==> src/rtl/reg_swap_pkg.sv <==
// Shared types for the register swap bank: operation codes and FSM states.
package reg_swap_pkg;

    typedef enum logic [2:0] {
        OP_NOP    = 3'd0,
        OP_LOAD   = 3'd1,
        OP_SWAP   = 3'd2,
        OP_PRESET = 3'd3,
        OP_ROTL   = 3'd4,
        OP_ROTR   = 3'd5,
        OP_CLEAR  = 3'd6,
        OP_RSVD   = 3'd7
    } op_code_e;

    typedef enum logic [0:0] {
        ST_IDLE   = 1'b0,
        ST_ROTATE = 1'b1
    } state_e;

endpackage

==> src/rtl/reg_word.sv <==
// One bank channel: WIDTH-bit register with enable and async active-high
// reset to RST_VAL. The next-value selection is done by the parent.
module reg_word #(
    parameter int               WIDTH   = 4,
    parameter logic [WIDTH-1:0] RST_VAL = '0
) (
    input  logic             clk,
    input  logic             reset,
    input  logic             en_i,
    input  logic [WIDTH-1:0] d_i,
    output logic [WIDTH-1:0] q_o
);

    logic [WIDTH-1:0] word_q;

    // Hold unless enabled; reset returns the channel to its reset value.
    always_ff @(posedge clk or posedge reset) begin
        if (reset) begin
            word_q <= RST_VAL;
        end else if (en_i) begin
            word_q <= d_i;
        end
    end

    assign q_o = word_q;

endmodule

==> src/rtl/reg_swap_bank.sv <==
// Bank of DEPTH registers with load / swap / preset / clear and a
// multi-cycle rotation, driven by a valid/ready operation port.
//
// state     | meaning
// ----------+-----------------------------------------------------------
// ST_IDLE   | ready for an op; single-cycle ops complete at the accept edge
// ST_ROTATE | one rotation step per edge until the step counter expires
module reg_swap_bank
    import reg_swap_pkg::*;
#(
    parameter int               WIDTH   = 4,
    parameter int               DEPTH   = 4,
    parameter logic [WIDTH-1:0] RST_VAL = '0,
    localparam int              IW      = $clog2(DEPTH)
) (
    input  logic                   clk,
    input  logic                   reset,
    input  logic                   op_valid,
    output logic                   op_ready,
    input  logic [2:0]             op_code,
    input  logic [IW-1:0]          idx_a,
    input  logic [IW-1:0]          idx_b,
    input  logic [WIDTH-1:0]       op_data,
    input  logic [IW-1:0]          rot_cnt,
    input  logic [IW-1:0]          rd_idx,
    output logic [WIDTH-1:0]       rd_data,
    output logic [DEPTH*WIDTH-1:0] bank_flat,
    output logic                   busy,
    output logic                   done,
    output logic                   err
);

    logic [WIDTH-1:0] bank_q [DEPTH];
    logic [WIDTH-1:0] word_d [DEPTH];
    logic [DEPTH-1:0] word_en;

    state_e        state_q, state_d;
    logic [IW-1:0] cnt_q, cnt_d;
    logic          dir_q, dir_d;      // 1: ROTR, 0: ROTL
    logic          done_q, done_d;
    logic          err_q, err_d;
    logic          accept;
    op_code_e      op_sel;

    assign op_sel = op_code_e'(op_code);
    assign accept = op_valid && (state_q == ST_IDLE);

    // Next-value mux for every channel plus FSM / counter next state.
    always_comb begin
        state_d = state_q;
        cnt_d   = cnt_q;
        dir_d   = dir_q;
        done_d  = 1'b0;
        err_d   = 1'b0;
        word_en = '0;
        for (int i = 0; i < DEPTH; i++) begin
            word_d[i] = bank_q[i];
        end

        if (state_q == ST_ROTATE) begin
            word_en = '1;
            for (int i = 0; i < DEPTH; i++) begin
                // IW-bit wrap gives the modulo-DEPTH neighbour for free.
                word_d[i] = dir_q ? bank_q[IW'(i + 1)] : bank_q[IW'(i - 1)];
            end
            cnt_d = cnt_q - 1'b1;
            if (cnt_q == IW'(1)) begin
                state_d = ST_IDLE;
                done_d  = 1'b1;
            end
        end else if (accept) begin
            done_d = 1'b1;
            case (op_sel)
                OP_NOP: ;
                OP_LOAD: begin
                    word_en[idx_a] = 1'b1;
                    word_d[idx_a]  = op_data;
                end
                OP_SWAP: begin
                    word_en[idx_a] = 1'b1;
                    word_en[idx_b] = 1'b1;
                    word_d[idx_a]  = bank_q[idx_b];
                    word_d[idx_b]  = bank_q[idx_a];
                end
                OP_PRESET: begin
                    // a is written last so all-ones wins when a == b.
                    word_en[idx_b] = 1'b1;
                    word_d[idx_b]  = '0;
                    word_en[idx_a] = 1'b1;
                    word_d[idx_a]  = '1;
                end
                OP_ROTL, OP_ROTR: begin
                    // A zero count completes immediately as a no-op.
                    if (rot_cnt != '0) begin
                        state_d = ST_ROTATE;
                        cnt_d   = rot_cnt;
                        dir_d   = (op_sel == OP_ROTR);
                        done_d  = 1'b0;
                    end
                end
                OP_CLEAR: begin
                    word_en = '1;
                    for (int i = 0; i < DEPTH; i++) begin
                        word_d[i] = RST_VAL;
                    end
                end
                OP_RSVD: err_d = 1'b1;
                default: ;
            endcase
        end
    end

    // FSM, step counter and the registered completion/error pulses.
    always_ff @(posedge clk or posedge reset) begin
        if (reset) begin
            state_q <= ST_IDLE;
            cnt_q   <= '0;
            dir_q   <= 1'b0;
            done_q  <= 1'b0;
            err_q   <= 1'b0;
        end else begin
            state_q <= state_d;
            cnt_q   <= cnt_d;
            dir_q   <= dir_d;
            done_q  <= done_d;
            err_q   <= err_d;
        end
    end

    for (genvar g = 0; g < DEPTH; g++) begin : g_word
        reg_word #(
            .WIDTH   (WIDTH),
            .RST_VAL (RST_VAL)
        ) u_word (
            .clk   (clk),
            .reset (reset),
            .en_i  (word_en[g]),
            .d_i   (word_d[g]),
            .q_o   (bank_q[g])
        );
        assign bank_flat[g*WIDTH +: WIDTH] = bank_q[g];
    end

    assign op_ready = (state_q == ST_IDLE);
    assign busy     = (state_q == ST_ROTATE);
    assign done     = done_q;
    assign err      = err_q;
    assign rd_data  = bank_q[rd_idx];

endmodule

==> config.mk <==
export PLATFORM = sky130hd
export DESIGN_NAME = reg_swap_bank
export DESIGN_NICKNAME = d
export VERILOG_FILES = /design/src/rtl/reg_swap_pkg.sv /design/src/rtl/reg_word.sv /design/src/rtl/reg_swap_bank.sv
export SDC_FILE = /design/constraint.sdc
export NUM_CORES = 1
export LEC_CHECK = 0
export BUFFER_PORTS_ARGS = -buffer_cell sky130_fd_sc_hd__buf_2
export CORE_MARGIN = 5
export CORE_UTILIZATION = 59
export CTS_BUF_LIST = sky130_fd_sc_hd__clkbuf_2 sky130_fd_sc_hd__clkbuf_4 sky130_fd_sc_hd__clkbuf_8
export DETAILED_ROUTE_END_ITERATION = 10
export PLACE_DENSITY = 0.83
export RECOVER_POWER = 100
export SYNTH_ARGS = -nofsm -noshare
export SYNTH_HDL_FRONTEND = slang
export SYNTH_SLANG_ARGS = --single-unit
==> constraint.sdc <==
create_clock -name clk -period 2.05 [get_ports clk]
set_input_delay 0.41 -clock clk [delete_from_list [all_inputs] [get_ports clk]]
set_output_delay 0.41 -clock clk [all_outputs]
set_load 0.02 [all_outputs]
== Word-level counts from Yosys, hierarchy flattened ==
Index checks and enable logic that the tools add are counted.

* Register bits: 22
* Bits of input ports: 18
* Output and inout bits: 24
* Logic and storage cells: 100

* Add/sub/neg operators: 1
* Order comparisons: 9
* Equality and inequality tests: 8
* Multiplexer cells: 47
* Bitwise logic cells: 8
* Reduce and logical (&&, ||, !) cells: 18

{| class="wikitable"
|+ Operator list
! operator !! count
|-
| 16-bit one-hot mux with 4 select lines || 1
|-
| 4-bit two-way mux || 14
|-
| 16-bit bitwise mux || 3
|-
| 16-bit two-way mux || 2
|-
| 4-bit binary-select mux with 2-bit select || 3
|-
| 16-bit bitwise AND || 1
|-
| 4-bit demux with 2-bit select || 2
|-
| 16-bit inverter || 1
|-
| 16-bit bitwise OR || 1
|-
| 1-bit two-way mux || 15
|-
| 3-bit AND reduction || 5
|-
| 3-bit equality test, second input constant || 4
|-
| 4-bit one-hot mux with 3 select lines || 1
|-
| 3-bit greater-or-equal comparator, second input constant || 3
|-
| 2-bit inverter with 3-bit output || 3
|-
| 2-bit two-way mux || 4
|-
| 2-bit nonzero test || 4
|-
| 3-bit by 2-bit equality test with 1-bit output, second input constant || 2
|-
| 2-bit by 3-bit < comparator with 1-bit output, second input constant || 2
|-
| 3-bit by 1-bit < comparator with 1-bit output, second input constant || 2
|-
| 1-bit logical AND || 5
|-
| 5-bit nonzero test || 1
|-
| 1-bit demux with 2-bit select || 2
|-
| 2-bit by 1-bit greater-or-equal comparator with 1-bit output, second input constant || 2
|-
| other kinds (7) || 8
|}

== Longest topological paths before layout ==
Gate-level depths: netlist of the first run.

* Depth after elaboration: 11
* Gate-level depth with buffers: 8
* Gate-level depth less buffers: 5

== Cells and area by module ==
From an unflattened synthesis of the first run, not the netlist that was laid out.

* Cells, all modules: 308
* Area total of the unflattened synthesis: 2582.5 um2

{| class="wikitable"
|+ By module, submodules not included
! module !! instances !! cells each !! area each (um2) !! sequential area each (um2)
|-
| reg_swap_bank || 1 || 272 || 1986.9 || 125.1
|-
| reg_word || 4 || 9 || 148.9 || 100.1
|}

== Least setup slack after synthesis of the first run ==
No wires, ideal clock.

* Kind: reg2reg
* Start: register state_q (netlist: busy)
* End: register g_word[3].u_word.word_q[0]
* Setup time: 71 ps
* Arrival time: 1545 ps
* Data required time: 1979 ps
* Path slack: 434 ps
* Stages on the path, launching flop included: 7
* Period minus slack after synthesis: 1616 ps
* Cell sequence: dfrtp_1 -> buf_2 -> nand2b_4 -> nor3_2 -> nand2_1 -> or4_1 -> nand4_1

* Cells in the longest elaborated chain, start to end: 5
* Elaborated cells on any way between the ends: 8
* Those cells by class: mux: 3; bitwise: 1; reduce/logical: 4

{| class="wikitable"
|+ RTL lines
! item !! RTL line !! text
|-
| start: declaration || reg_swap_bank.sv:37 || <nowiki>state_e state_q, state_d;</nowiki>
|-
| start signal: assignment || reg_swap_bank.sv:122 || <nowiki>state_q <= state_d;</nowiki>
|-
| 1-bit inverter (no line) || -- ||
|-
| 1-bit logical AND || reg_swap_bank.sv:46 || <nowiki>assign accept = op_valid && (state_q == ST_IDLE);</nowiki>
|-
| 4-bit two-way mux || reg_swap_bank.sv:71 || <nowiki>end else if (accept) begin</nowiki>
|-
| 4-bit two-way mux || reg_swap_bank.sv:60 || <nowiki>if (state_q == ST_ROTATE) begin</nowiki>
|-
| 3-bit AND reduction (no line) || -- ||
|-
| end signal: assignment || reg_word.sv:21 || <nowiki>word_q <= d_i;</nowiki>
|-
| end: declaration || reg_word.sv:14 || <nowiki>logic [WIDTH-1:0] word_q;</nowiki>
|}

Parallel ways exist; a longest one is shown, timed or not.
A chain may end at the register's enable or synchronous reset.

== Final worst setup path of the first run ==
* Start: register g_word[0].u_word.word_q[3]
* End: output rd_data[3]

* Cells in the longest elaborated chain, start to end: 3

{| class="wikitable"
|+ RTL lines
! item !! RTL line !! text
|-
| start: declaration || reg_word.sv:14 ||
|-
| start signal: assignment || reg_word.sv:21 ||
|-
| 4-bit binary-select mux with 2-bit select || reg_swap_bank.sv:148 || <nowiki>assign rd_data = bank_q[rd_idx];</nowiki>
|-
| 4-bit two-way mux (not written as such) (2 in series) || reg_swap_bank.sv:148 ||
|-
| end: declaration || reg_swap_bank.sv:26 || <nowiki>output logic [WIDTH-1:0] rd_data,</nowiki>
|}

Every way passes these cells. The select of a mux whose other input is x is not followed.

==> summary.txt, run 1 <==
Run status
  – Outcome: completed

Route
  – Average detailed-routed wire length per instance: 21.73 um
  – Residual DRC: 0
  – Via density: 7.127
  – Initial DRC Count: 530
  – Number of detailed-routing iterations run before antenna repair: 5
  – Wire length reported by the detailed router: 9431 um
  – Count of vias placed by the detailed router: 3,093
  – Antenna viol nets, final: 0

Global routing
  – Pin count of the biggest net entering global routing: 33
  – Remaining global-route overflow: 0
  – Aggregate global-route resource usage: 0.3148
  – Initial antenna violation count: 0
  – Wire length of the first global-routing pass: 15,040 um
  – Via count of the first global-routing pass: 2,850

Power
  – LEAKAGE: 1.174 nW
  – VDD IR max: 0.7889 mV
  – Flop pwr share: 0.317
  – Net switching share of the total power: 0.5522
  – Pint: 1.348 mW
  – Combinational cell fraction of total power: 0.584
  – Net switching power figure: 1.662 mW
  – Clock network power share: 0.100
  – Power Density: 1037 mW/mm^2

Floorplan
  – Overall die area: 0.005798 mm^2
  – Core footprint: 0.004294 mm^2
  – Horizontal die dimension: 76.15 um
  – Floorplan row count: 24
  – Initial cell density of the core: 0.6011
  – Boundary Pins: 42
  – Die H: 76.15 um

Placement
  – Weighted congestion reported at the end of routability-driven placement: 1.041
  – Total placed cells including tap cells: 430
  – Standard cell area after detailed placement: 0.002912 mm^2
  – Post-DP HPWL: 6835 um
  – Placement-stage worst setup slack: 124.0 ps
  – Count of input and output buffers: 41

Clocking
  – Cts bufs inserted: 3
  – Clock latency on the worst-skew pair: 270 ps
  – Quantity of hold-fixing buffers added after cts: 0
  – Number of H-tree branching levels: 1
  – Clock sinks: 21
  – Maximum buffer depth of the clock tree: 2
  – Clock tree from TritonCTS: done
  – Post-cts repair resize count: 0
  – Clock transition at the registers of the reported paths: 90 ps
  – Number of setup buffers added after CTS: 0
  – Library cell used as clock root buffer: sky130_fd_sc_hd__clkbuf_8

Worst setup path
  – Worst setup path endpoint: rd_data[3]
  – Peak fanout along the critical path: 10
  – Cell chain of the critical path: mux4_2 > clkbuf_2
  – Critical path data required time: 1640 ps
  – Data arrival time of the critical path: 1510 ps
  – Register-to-register setup slack: 200 ps
  – Length in cells of the worst reg-to-reg path: 6
  – Worst Setup SP: g_word[0].u_word.q_o[3]
  – Worst Setup End Kind: output port
  – Startpoint class of the critical path: flop
  – Type of the worst setup path: flop to output port
  – Worst stage delay on the critical path: 550 ps
  – Critical register-to-register path endpoint: g_word[0].u_word.q_o[3]
  – Slowest stage cell, crit path: sky130_fd_sc_hd__dfrtp_1
  – Startpoint of the worst register-to-register path: busy

Yosys
  – Fraction of registers with async set or reset after synthesis: 1.000
  – Fraction of post-synthesis cell area in the top cell type by area: 0.2036
  – Mean cell area of the mapped netlist: 7.614 um^2
  – Cell accounting for the most synthesized area: sky130_fd_sc_hd__dfrtp_1
  – Mapped Nets: 358
  – Top cells by count, synth: sky130_fd_sc_hd__a21oi_1, sky130_fd_sc_hd__nand2_1, sky130_fd_sc_hd__dfrtp_1, sky130_fd_sc_hd__o21ai_0, sky130_fd_sc_hd__nand3_1
  – Distinct cells, synth: 55
  – Most frequent cell after synthesis: sky130_fd_sc_hd__a21oi_1
  – Number of synthesized flops with an enable pin: 0
  – Netlist area before placement: 0.002581 mm^2
  – Commonest register cell after synthesis: sky130_fd_sc_hd__dfrtp_1
  – Number of synthesized register bits: 21
  – Synthesized instance count: 339
  – Sequential fraction of the synthesis area: 0.2036
  – Synth warnings: 0
  – Most area-consuming cells after synthesis: sky130_fd_sc_hd__dfrtp_1, sky130_fd_sc_hd__a21oi_1, sky130_fd_sc_hd__mux2i_1

Timing
  – Number of setup violations in the final report: 0
  – Clock skew after layout: 3.612 ps
  – Final Hold Fails: 0
  – Setup TNS Final: 0 ps
  – Max-slew violations: 0
  – Worst relative slew slack: 0.08435
  – Tcrit/Tclk final: 0.9351
  – Final setup margin: 133.0 ps
  – Slew at the pin closest to its max-slew limit: 1373 ps
  – Max Clock Freq: 521.7 MHz
  – Tmin final: 1917 ps
  – Unrepaired setup endpoints after global routing: false

Finish
  – Net count reported at finish: 402
  – Synth-to-Final Area Change: 12.41%
  – Fraction of final layout cells with drive strength greater than 1: 0.1754
  – Core Util, Final: 0.6757
  – Total inserted antenna cells: 0
  – Cell area after layout: 0.002902 mm^2
  – Post-layout instance count excluding filler cells: 434

Min path
  – Class of the most critical hold timing path: input port to flop
  – Cell depth of the worst hold path: 3

Flow run
  – Max cap viols: 0
## power by group through the flow
stage	sequential (mW)	clock (mW)	combinational, mW
floorplan	0.958	0	1.02
finish	0.953	0.300	1.76
detailed placement	0.933	0	1.80
global route	0.970	0.312	1.88
global placement	0.931	0	1.78
CTS	0.926	0.296	1.81
## metrics by stage
stage | hold WS [ps] | total power, mW
2_1_floorplan | 386.5 | 1.976
3_3_place_gp | 461.4 | 2.711
3_5_place_dp | 468.9 | 2.732
4_1_cts | 179.6 | 3.028
5_1_grt | 419.7 | 3.166
6_report | 390.3 | 3.009
## cells by family after synthesis
logic type | synth area share
mux | 0.09355
fa+ha+maj | 0.004847
simple gates | 0.2569
buf+inv | 0.08822
compound gates | 0.3529
flops | 0.2036
## how the worst min path moves through the flow
stage               slack (ps)       start                       to
floorplan                  390       reset                     busy
global placement           460       reset  g_word[1].u_word.q_o[2]
detailed placement         470       reset                     done
CTS                        180       reset  g_word[1].u_word.q_o[3]
global route               420  rot_cnt[1]                 cnt_q[1]
finish                     390  rot_cnt[1]                 cnt_q[1]
## metal layers
layer	GRT usage	up-vias	wire, um
met5	0	-	0
met4	0.1469	0	456
met3	0.03664	41	950
met2	0.4854	220	4259
met1	0.4370	1452	3764
li1	-	1380	-
## area by class of cell
cell class | instances | area, um^2
Tap cell | 52 | 65.06
Multi-Input combinational cell | 274 | 1813
Timing Repair Buffer | 69 | 399.1
Sequential cell | 21 | 525.5
Fill cell | 396 | 1393
Clock inverter | 1 | 5.005
Inverter | 14 | 52.55
Clock buffer | 3 | 41.29
## cells in the final DEF (no fill, tap or decap), drive strengths merged, types with 14 or more instances in the layout
cell type | Yosys | routed
dfrtp | 21 | 21
nand3 | 16 | 16
buf | 23 | 43
mux2i | 14 | 14
nand2 | 32 | 32
nor2 | 14 | 14
inv | 14 | 14
clkbuf | 7 | 29
a21oi | 44 | 44
o21ai | 26 | 26
## critical path, delay by kind of cell, from the launching register on
family | cells | cell delay, ps
DFF | 1 | 550
muxes | 1 | 510
buffers and inverters | 1 | 180
## flip-flops by register name, indices dropped and copies added (netlist names)
name / flops
busy: 1
done: 1
err: 1
g_word.u_word.q_o: 16
cnt_q: 2
(Power assumes the default switching activity.)
==> run 2, diff against run 1 <==
==> constraint.sdc (replaced) <==
create_clock -name clk -period 1.81 [get_ports clk]
set_input_delay 0.362 -clock clk [delete_from_list [all_inputs] [get_ports clk]]
set_output_delay 0.362 -clock clk [all_outputs]
set_load 0.02 [all_outputs]
==> run 2 against run 1 <==
Effect of this change:
- combinational power increased by 44%
- register-to-register slack got worse by 40 ps
- largest power group unchanged
- die area unchanged
- sequential share of layout area decreased by 1.3 points
- via count increased by 5.3%
- clock-buffer cell count unchanged
- cell count increased by 7.1%
- power increased by 30%
- critical path depth unchanged
- worst hold slack got worse by 34 ps
==> summary.txt, run 2 (synthesis gave the netlist of run 1 again) <==
Timing
  – Tmin final: 1792 ps
  – Number of setup violations in the final report: 0 (unchanged)
  – Slew at the pin closest to its max-slew limit: 1314 ps (-59.75 ps)
  – Worst relative slew slack: 0.1242 (+0.03983)
  – Final Hold Fails: 0 (unchanged)
  – Max Clock Freq: 558.2 MHz
  – Clock skew after layout: 4.509 ps (+0.8970 ps)
  – Setup TNS Final: 0 ps (unchanged)
  – Max-slew violations: 0 (unchanged)
  – Tcrit/Tclk final: 0.9898

Worst setup path
  – Startpoint class of the critical path: flop
  – Data arrival time of the critical path: 1430 ps (-80 ps)
  – Slowest stage cell, crit path: sky130_fd_sc_hd__dfrtp_1
  – Critical path data required time: 1450 ps (-190 ps)
  – Kind of cell adding the most delay to the critical path: flip-flops
  – Worst Setup End Kind: output port
  – Length in cells of the worst reg-to-reg path: 7 (+1)
  – Register-to-register setup slack: 160 ps (-40 ps)
  – Cell chain of the critical path: mux4_2 > buf_2
  – Peak fanout along the critical path: 8 (-2)
  – Worst stage delay on the critical path: 490 ps (-60 ps)
  – Critical register-to-register path endpoint: g_word[3].u_word.q_o[1]
  – Startpoint of the worst register-to-register path: g_word[0].u_word.q_o[1]
  – Type of the worst setup path: flop to output port
  – CP Buf/Inv Count: 1 (unchanged)

Finish
  – Multi-input gate area in the final layout: 0.001828 mm^2 (+0.83%)
  – Max FFs per register: 16 (unchanged)
  – Total inserted antenna cells: 0 (unchanged)
  – Count of fill cells added during filler insertion: 346 (-13%)
  – Fraction of final layout cells with drive strength greater than 1: 0.3099 (+0.1345)
  – FF+latch area: 538.0 um^2 (+2.4%)
  – Leading cell type in the layout, fill and taps excluded: sky130_fd_sc_hd__buf_4
  – Most frequent cells in the layout: sky130_fd_sc_hd__buf_4, sky130_fd_sc_hd__a21oi_1, sky130_fd_sc_hd__buf_2
  – Net count reported at finish: 433 (+7.7%)
  – Synth-to-Final Area Change: 23.99%

Power
  – Overall power consumption: 3.908 mW (+30%)
  – Power Density: 1221 mW/mm^2 (+18%)
  – VDD IR max: 0.6608 mV (-16%)
  – Pint: 1.937 mW (+44%)
  – Net switching share of the total power: 0.5044 (-0.04775)
  – Combinational cell fraction of total power: 0.651 (+0.067)
  – Flop pwr share: 0.263 (-0.054)
  – Net switching power figure: 1.971 mW (+19%)
  – LEAKAGE: 1.404 nW (+20%)
  – Clock network power share: 0.087 (-0.013)

Global routing
  – Via count of the first global-routing pass: 3,035 (+6.5%)
  – Remaining global-route overflow: 0 (unchanged)
  – Aggregate global-route resource usage: 0.3317 (+0.01692)
  – Wire length of the first global-routing pass: 15,750 um (+4.7%)
  – Pin count of the biggest net entering global routing: 31 (-6.1%)
  – Initial antenna violation count: 0 (unchanged)

Clocking
  – Maximum buffer depth of the clock tree: 2 (unchanged)
  – Quantity of hold-fixing buffers added after cts: 0 (unchanged)
  – Library cell used as clock root buffer: sky130_fd_sc_hd__clkbuf_8
  – Clock tree from TritonCTS: done
  – Cts bufs inserted: 3 (unchanged)
  – Clock transition at the registers of the reported paths: 90 ps (about the same)
  – Number of H-tree branching levels: 1 (unchanged)
  – Clock latency on the worst-skew pair: 270 ps (about the same)
  – Clock sinks: 21 (unchanged)

Min path
  – Worst hold path endpoint: cnt_q[1]
  – Hold wc startpoint: rot_cnt[1]
  – Cell depth of the worst hold path: 3 (unchanged)
  – Class of the most critical hold timing path: input port to flop

Route
  – Residual DRC: 0 (unchanged)
  – Average detailed-routed wire length per instance: 21.45 um (-1.3%)
  – Antenna viol nets, final: 0 (unchanged)
  – Number of detailed-routing iterations run before antenna repair: 6 (+1)
  – Count of vias placed by the detailed router: 3,258 (+5.3%)
  – Initial DRC Count: 461 (-13%)
  – Via density: 7.006 (-1.7%)
  – Wire length reported by the detailed router: 9973 um (+5.7%)

Floorplan
  – Boundary Pins: 42 (unchanged)
  – Floorplan row count: 24 (unchanged)
  – Horizontal die dimension: 76.15 um (unchanged)
  – Core footprint: 0.004294 mm^2 (unchanged)
  – Die H: 76.15 um (unchanged)
  – Overall die area: 0.005798 mm^2 (unchanged)
  – Initial cell density of the core: 0.6011 (unchanged)

Placement
  – Post-DP HPWL: 7251 um (+6.1%)
  – Count of input and output buffers: 41 (unchanged)
  – Weighted congestion reported at the end of routability-driven placement: 1.073 (+3.1%)

Run status
  – Outcome: completed

Flow run
  – Max cap viols: 0 (unchanged)
## run 2: cell count changes in the layout (fill, tap and decap cells not counted), moves of 10 or more
cell                       previous run  this run
sky130_fd_sc_hd__dfrtp_1             21        11
sky130_fd_sc_hd__dfrtp_2              0        10
sky130_fd_sc_hd__buf_2               20        36
sky130_fd_sc_hd__buf_4               21        56
sky130_fd_sc_hd__clkbuf_1            23         5
## run 2: worst register-to-register path, stage by stage, from the launching register on
cell	delay, ps
sky130_fd_sc_hd__dfrtp_2	470
sky130_fd_sc_hd__buf_4	150
sky130_fd_sc_hd__buf_4	100
sky130_fd_sc_hd__mux2i_1	60
sky130_fd_sc_hd__buf_4	170
sky130_fd_sc_hd__a22o_1	220
sky130_fd_sc_hd__or3_1	340
sky130_fd_sc_hd__nand4_1	80
## run 2: metrics by stage
stage | setup WS, ps | instance area, um^2 | hold WS [ps] | util | instances
after floorplan | 194.3 | 2581 | 338.5 | - | 339
after global placement | -6.438 | 3024 | 413.8 | 0.7043 | 445
final | 18.37 | 3201 | 356.2 | 0.7453 | 465
after detailed placement | -35.81 | 3024 | 417.0 | 0.7043 | 445
after CTS | 10.76 | 3073 | 119.4 | 0.7156 | 449
after global routing | -8.625 | 3201 | 395.9 | 0.7453 | 465
## run 2: area by class of cell
class	instances	share of cell area
tap	52	0.02033
inverter	14	0.01642
clock inverter	1	0.001564
sequential	21	0.1681
clock buffer	3	0.01290
multi-input combinational	274	0.5711
timing repair buffer	100	0.2095
## run 2: timing repair
item	4_1_cts	5_1_grt
setup buffers	0	16
setup endpoints to repair	2	4
resized for setup	2	11
## run 2: how the worst max path moves through the flow
stage                       startpoint                       to  slack [ps]  cells past startpoint
6_report       g_word[2].u_word.q_o[3]               rd_data[3]          20                      2
5_1_grt        g_word[2].u_word.q_o[3]               rd_data[3]          -9                      2
2_1_floorplan                     busy  g_word[3].u_word.q_o[0]         190                      6
4_1_cts        g_word[3].u_word.q_o[1]               rd_data[1]          10                      2
3_3_place_gp                  idx_a[0]  g_word[0].u_word.q_o[1]          -6                      7
3_5_place_dp                  idx_a[0]  g_word[0].u_word.q_o[2]         -40                      7
## run 2: per-layer routing
metal	GRT usage	vias to the layer above	routed length, um
li1	-	1444	-
met1	0.4457	1501	3849
met2	0.5171	256	4489
met3	0.04965	57	1098
met4	0.1608	0	535
met5	0	-	0
## run 2: power groups by stage
stage / clock (mW) / combinational (mW) / sequential (mW)
after global placement: 0 / 2.13 / 1.04
final: 0.338 / 2.54 / 1.03
after CTS: 0.338 / 2.16 / 1.05
after global routing: 0.365 / 2.74 / 1.05
after detailed placement: 0 / 2.16 / 1.05
after floorplan: 0 / 1.15 / 1.09
==> run 3, diff against run 2 <==
--- a/config.mk
+++ b/config.mk
@@ -5,12 +5,12 @@
 export SDC_FILE = /design/constraint.sdc
 export NUM_CORES = 1
 export LEC_CHECK = 0
-export BUFFER_PORTS_ARGS = -buffer_cell sky130_fd_sc_hd__buf_2
 export CORE_MARGIN = 5
-export CORE_UTILIZATION = 59
+export CORE_UTILIZATION = 60
 export CTS_BUF_LIST = sky130_fd_sc_hd__clkbuf_2 sky130_fd_sc_hd__clkbuf_4 sky130_fd_sc_hd__clkbuf_8
 export DETAILED_ROUTE_END_ITERATION = 10
-export PLACE_DENSITY = 0.83
+export DONT_BUFFER_PORTS = 1
+export PLACE_DENSITY = 0.76
 export RECOVER_POWER = 100
 export SYNTH_ARGS = -nofsm -noshare
 export SYNTH_HDL_FRONTEND = slang
==> run 3 against run 2 <==
Effect of this change:
- critical path depth fell by 1
- non-clock buffer count fell by 73
- sequential share of layout area rose by 2.9 points
- die area fell by 1.5%
- core utilization fell by 9.3 points
==> summary.txt, run 3 (synthesis gave the netlist of run 1 again) <==
Timing
  – Max Clock Freq: 564.5 MHz (+1.1%)
  – Tmin final: 1771 ps (-20.18 ps)
  – Hold Slack: 204.8 ps (-151.4 ps)
  – Worst relative slew slack: 0.1607 (+0.03655)
  – Clock skew after layout: 1.600 ps (-2.909 ps)
  – Tcrit/Tclk final: 0.9787 (-0.01115)
  – Final Hold Fails: 0 (unchanged)
  – Number of setup violations in the final report: 0 (unchanged)
  – Slew at the pin closest to its max-slew limit: 1259 ps (-54.83 ps)
  – Max-slew violations: 0 (unchanged)
  – Final setup margin: 38.55 ps (+20.18 ps)
  – Setup TNS Final: 0 ps (unchanged)
  – Unrepaired setup endpoints after global routing: false

Route
  – Number of detailed-routing iterations run before antenna repair: 7 (+1)
  – Via density: 7.487 (+6.9%)
  – Count of vias placed by the detailed router: 2,920 (-10%)
  – Residual DRC: 0 (unchanged)
  – Initial DRC Count: 637 (+38%)
  – Average detailed-routed wire length per instance: 22.38 um (+4.4%)
  – Wire length reported by the detailed router: 8729 um (-12%)
  – Antenna viol nets, final: 0 (unchanged)

Floorplan
  – Horizontal die dimension: 75.59 um (-0.73%)
  – Core footprint: 0.004086 mm^2 (-4.8%)
  – Overall die area: 0.005714 mm^2 (-1.5%)
  – Boundary Pins: 42 (unchanged)
  – Initial cell density of the core: 0.6317 (+0.03055)
  – Floorplan row count: 23 (-4.2%)
  – Die H: 75.59 um (-0.73%)

Finish
  – Net count reported at finish: 360 (-17%)
  – Fraction of final layout cells with drive strength greater than 1: 0.09706 (-0.2129)
  – Synth-to-Final Area Change: 3.345%
  – Core Util, Final: 0.6528 (-0.09255)
  – Cell area after layout: 0.002668 mm^2 (-17%)
  – Leading cell type in the layout, fill and taps excluded: sky130_fd_sc_hd__a21oi_1
  – Post-layout instance count excluding filler cells: 390 (-16%)
  – Max FFs per register: 16 (unchanged)
  – Total inserted antenna cells: 0 (unchanged)
  – Most frequent cells in the layout: sky130_fd_sc_hd__a21oi_1, sky130_fd_sc_hd__nand2_1, sky130_fd_sc_hd__o21ai_0, sky130_fd_sc_hd__dfrtp_1, sky130_fd_sc_hd__clkbuf_1

Global routing
  – Remaining global-route overflow: 0 (unchanged)
  – Aggregate global-route resource usage: 0.3194 (-0.01230)
  – Initial antenna violation count: 0 (unchanged)
  – Pin count of the biggest net entering global routing: 37 (+19%)
  – Via count of the first global-routing pass: 2,575 (-15%)
  – Wire length of the first global-routing pass: 13,770 um (-13%)

Worst setup path
  – Startpoint class of the critical path: flop
  – Critical path data required time: 1450 ps (about the same)
  – Cell chain of the critical path: mux4_2
  – Data arrival time of the critical path: 1410 ps (-20 ps)
  – Worst stage delay on the critical path: 610 ps (+120 ps)
  – Peak fanout along the critical path: 8 (unchanged)
  – CP Buf/Inv Count: 0 (-1)
  – Slowest stage cell, crit path: sky130_fd_sc_hd__mux4_2
  – Critical register-to-register path endpoint: g_word[0].u_word.q_o[0]
  – Register-to-register setup slack: 120 ps (-40 ps)
  – Worst Setup End Kind: output port
  – Startpoint of the worst register-to-register path: g_word[1].u_word.q_o[0]
  – Length in cells of the worst reg-to-reg path: 4 (-3)
  – Kind of cell adding the most delay to the critical path: multiplexers
  – Type of the worst setup path: flop to output port

Power
  – VDD IR max: 0.6945 mV (+5.1%)
  – Net switching share of the total power: 0.5447 (+0.04022)
  – Net switching power figure: 1.740 mW (-12%)
  – Combinational cell fraction of total power: 0.562 (-0.089)
  – Clock network power share: 0.101 (+0.014)
  – Flop pwr share: 0.337 (+0.074)
  – Pint: 1.455 mW (-25%)
  – LEAKAGE: 1.019 nW (-27%)
  – Overall power consumption: 3.195 mW (-18%)
  – Power Density: 1198 mW/mm^2 (-1.9%)

Min path
  – Class of the most critical hold timing path: input port to flop
  – Cell depth of the worst hold path: 2 (-1)
  – Hold wc startpoint: op_code[2]
  – Worst hold path endpoint: err

Placement
  – Weighted congestion reported at the end of routability-driven placement: 1.015 (-5.4%)
  – Total placed cells including tap cells: 386 (-13%)
  – Standard cell area after detailed placement: 0.002684 mm^2 (-11%)
  – Placement-stage worst setup slack: 208.5 ps (+244.3 ps)
  – Post-DP HPWL: 6197 um (-15%)
  – Count of input and output buffers: 0 (-100%)

Run status
  – Outcome: completed

Clocking
  – Clock tree from TritonCTS: done
  – Quantity of hold-fixing buffers added after cts: 0 (unchanged)
  – Clock sinks: 21 (unchanged)
  – Number of H-tree branching levels: 1 (unchanged)
  – Maximum buffer depth of the clock tree: 2 (unchanged)
  – Cts bufs inserted: 3 (unchanged)
  – Clock transition at the registers of the reported paths: 80 ps (about the same)
  – Clock latency on the worst-skew pair: 270 ps (about the same)
  – Library cell used as clock root buffer: sky130_fd_sc_hd__clkbuf_8

Flow run
  – Max cap viols: 0 (unchanged)
run 3: changes by cell type in the layout (fill, tap and decap cells not counted):
cell,before,now
sky130_fd_sc_hd__buf_12,2,1
sky130_fd_sc_hd__buf_2,36,0
sky130_fd_sc_hd__buf_4,56,9
sky130_fd_sc_hd__buf_6,1,0
sky130_fd_sc_hd__clkbuf_1,5,17
sky130_fd_sc_hd__dfrtp_1,11,20
sky130_fd_sc_hd__dfrtp_2,10,1
sky130_fd_sc_hd__mux2_1,0,1
sky130_fd_sc_hd__mux2_2,1,0
sky130_fd_sc_hd__o311ai_0,0,1
sky130_fd_sc_hd__o311ai_1,3,2
run 3: timing repair:
action,in CTS,in global routing
buffers inserted,0,0
gates resized for setup,0,1
setup endpoints to repair,0,1
run 3: power groups by stage:
stage	Clock (mW)	Sequential, mW	Combinational, mW
2_1_floorplan	0	1.09	1.15
3_3_place_gp	0	1.06	1.85
3_5_place_dp	0	1.07	1.88
4_1_cts	0.324	1.06	1.88
5_1_grt	0.348	1.09	1.95
6_report	0.322	1.08	1.79
run 3: cell type report:
cell class | instances | area (um^2)
clock inverters | 1 | 5.005
well taps | 50 | 62.56
flip-flops and latches | 21 | 526.8
inverters | 14 | 52.55
multi-input cells | 274 | 1828
repair buffers | 27 | 151.4
fillers | 369 | 1419
clock buffers | 3 | 41.29
run 3: worst max path at each step:
stage          cells after the start               startpoint                 endpoint  slack (ps)
2_1_floorplan                      6                     busy  g_word[3].u_word.q_o[0]         190
3_3_place_gp                       5                 idx_a[0]  g_word[3].u_word.q_o[3]         220
3_5_place_dp                       4  g_word[1].u_word.q_o[0]  g_word[0].u_word.q_o[0]         210
4_1_cts                            1  g_word[3].u_word.q_o[3]               rd_data[3]          30
5_1_grt                            1  g_word[0].u_word.q_o[2]               rd_data[2]          20
6_report                           1  g_word[1].u_word.q_o[1]               rd_data[1]          40
run 3: metal layers:
layer	GRT usage	vias up	part of all wire
li1	-	1299	-
met1	0.4401	1343	0.38
met2	0.4727	231	0.44
met3	0.06992	47	0.13
met4	0.1534	0	0.045
met5	0	-	0
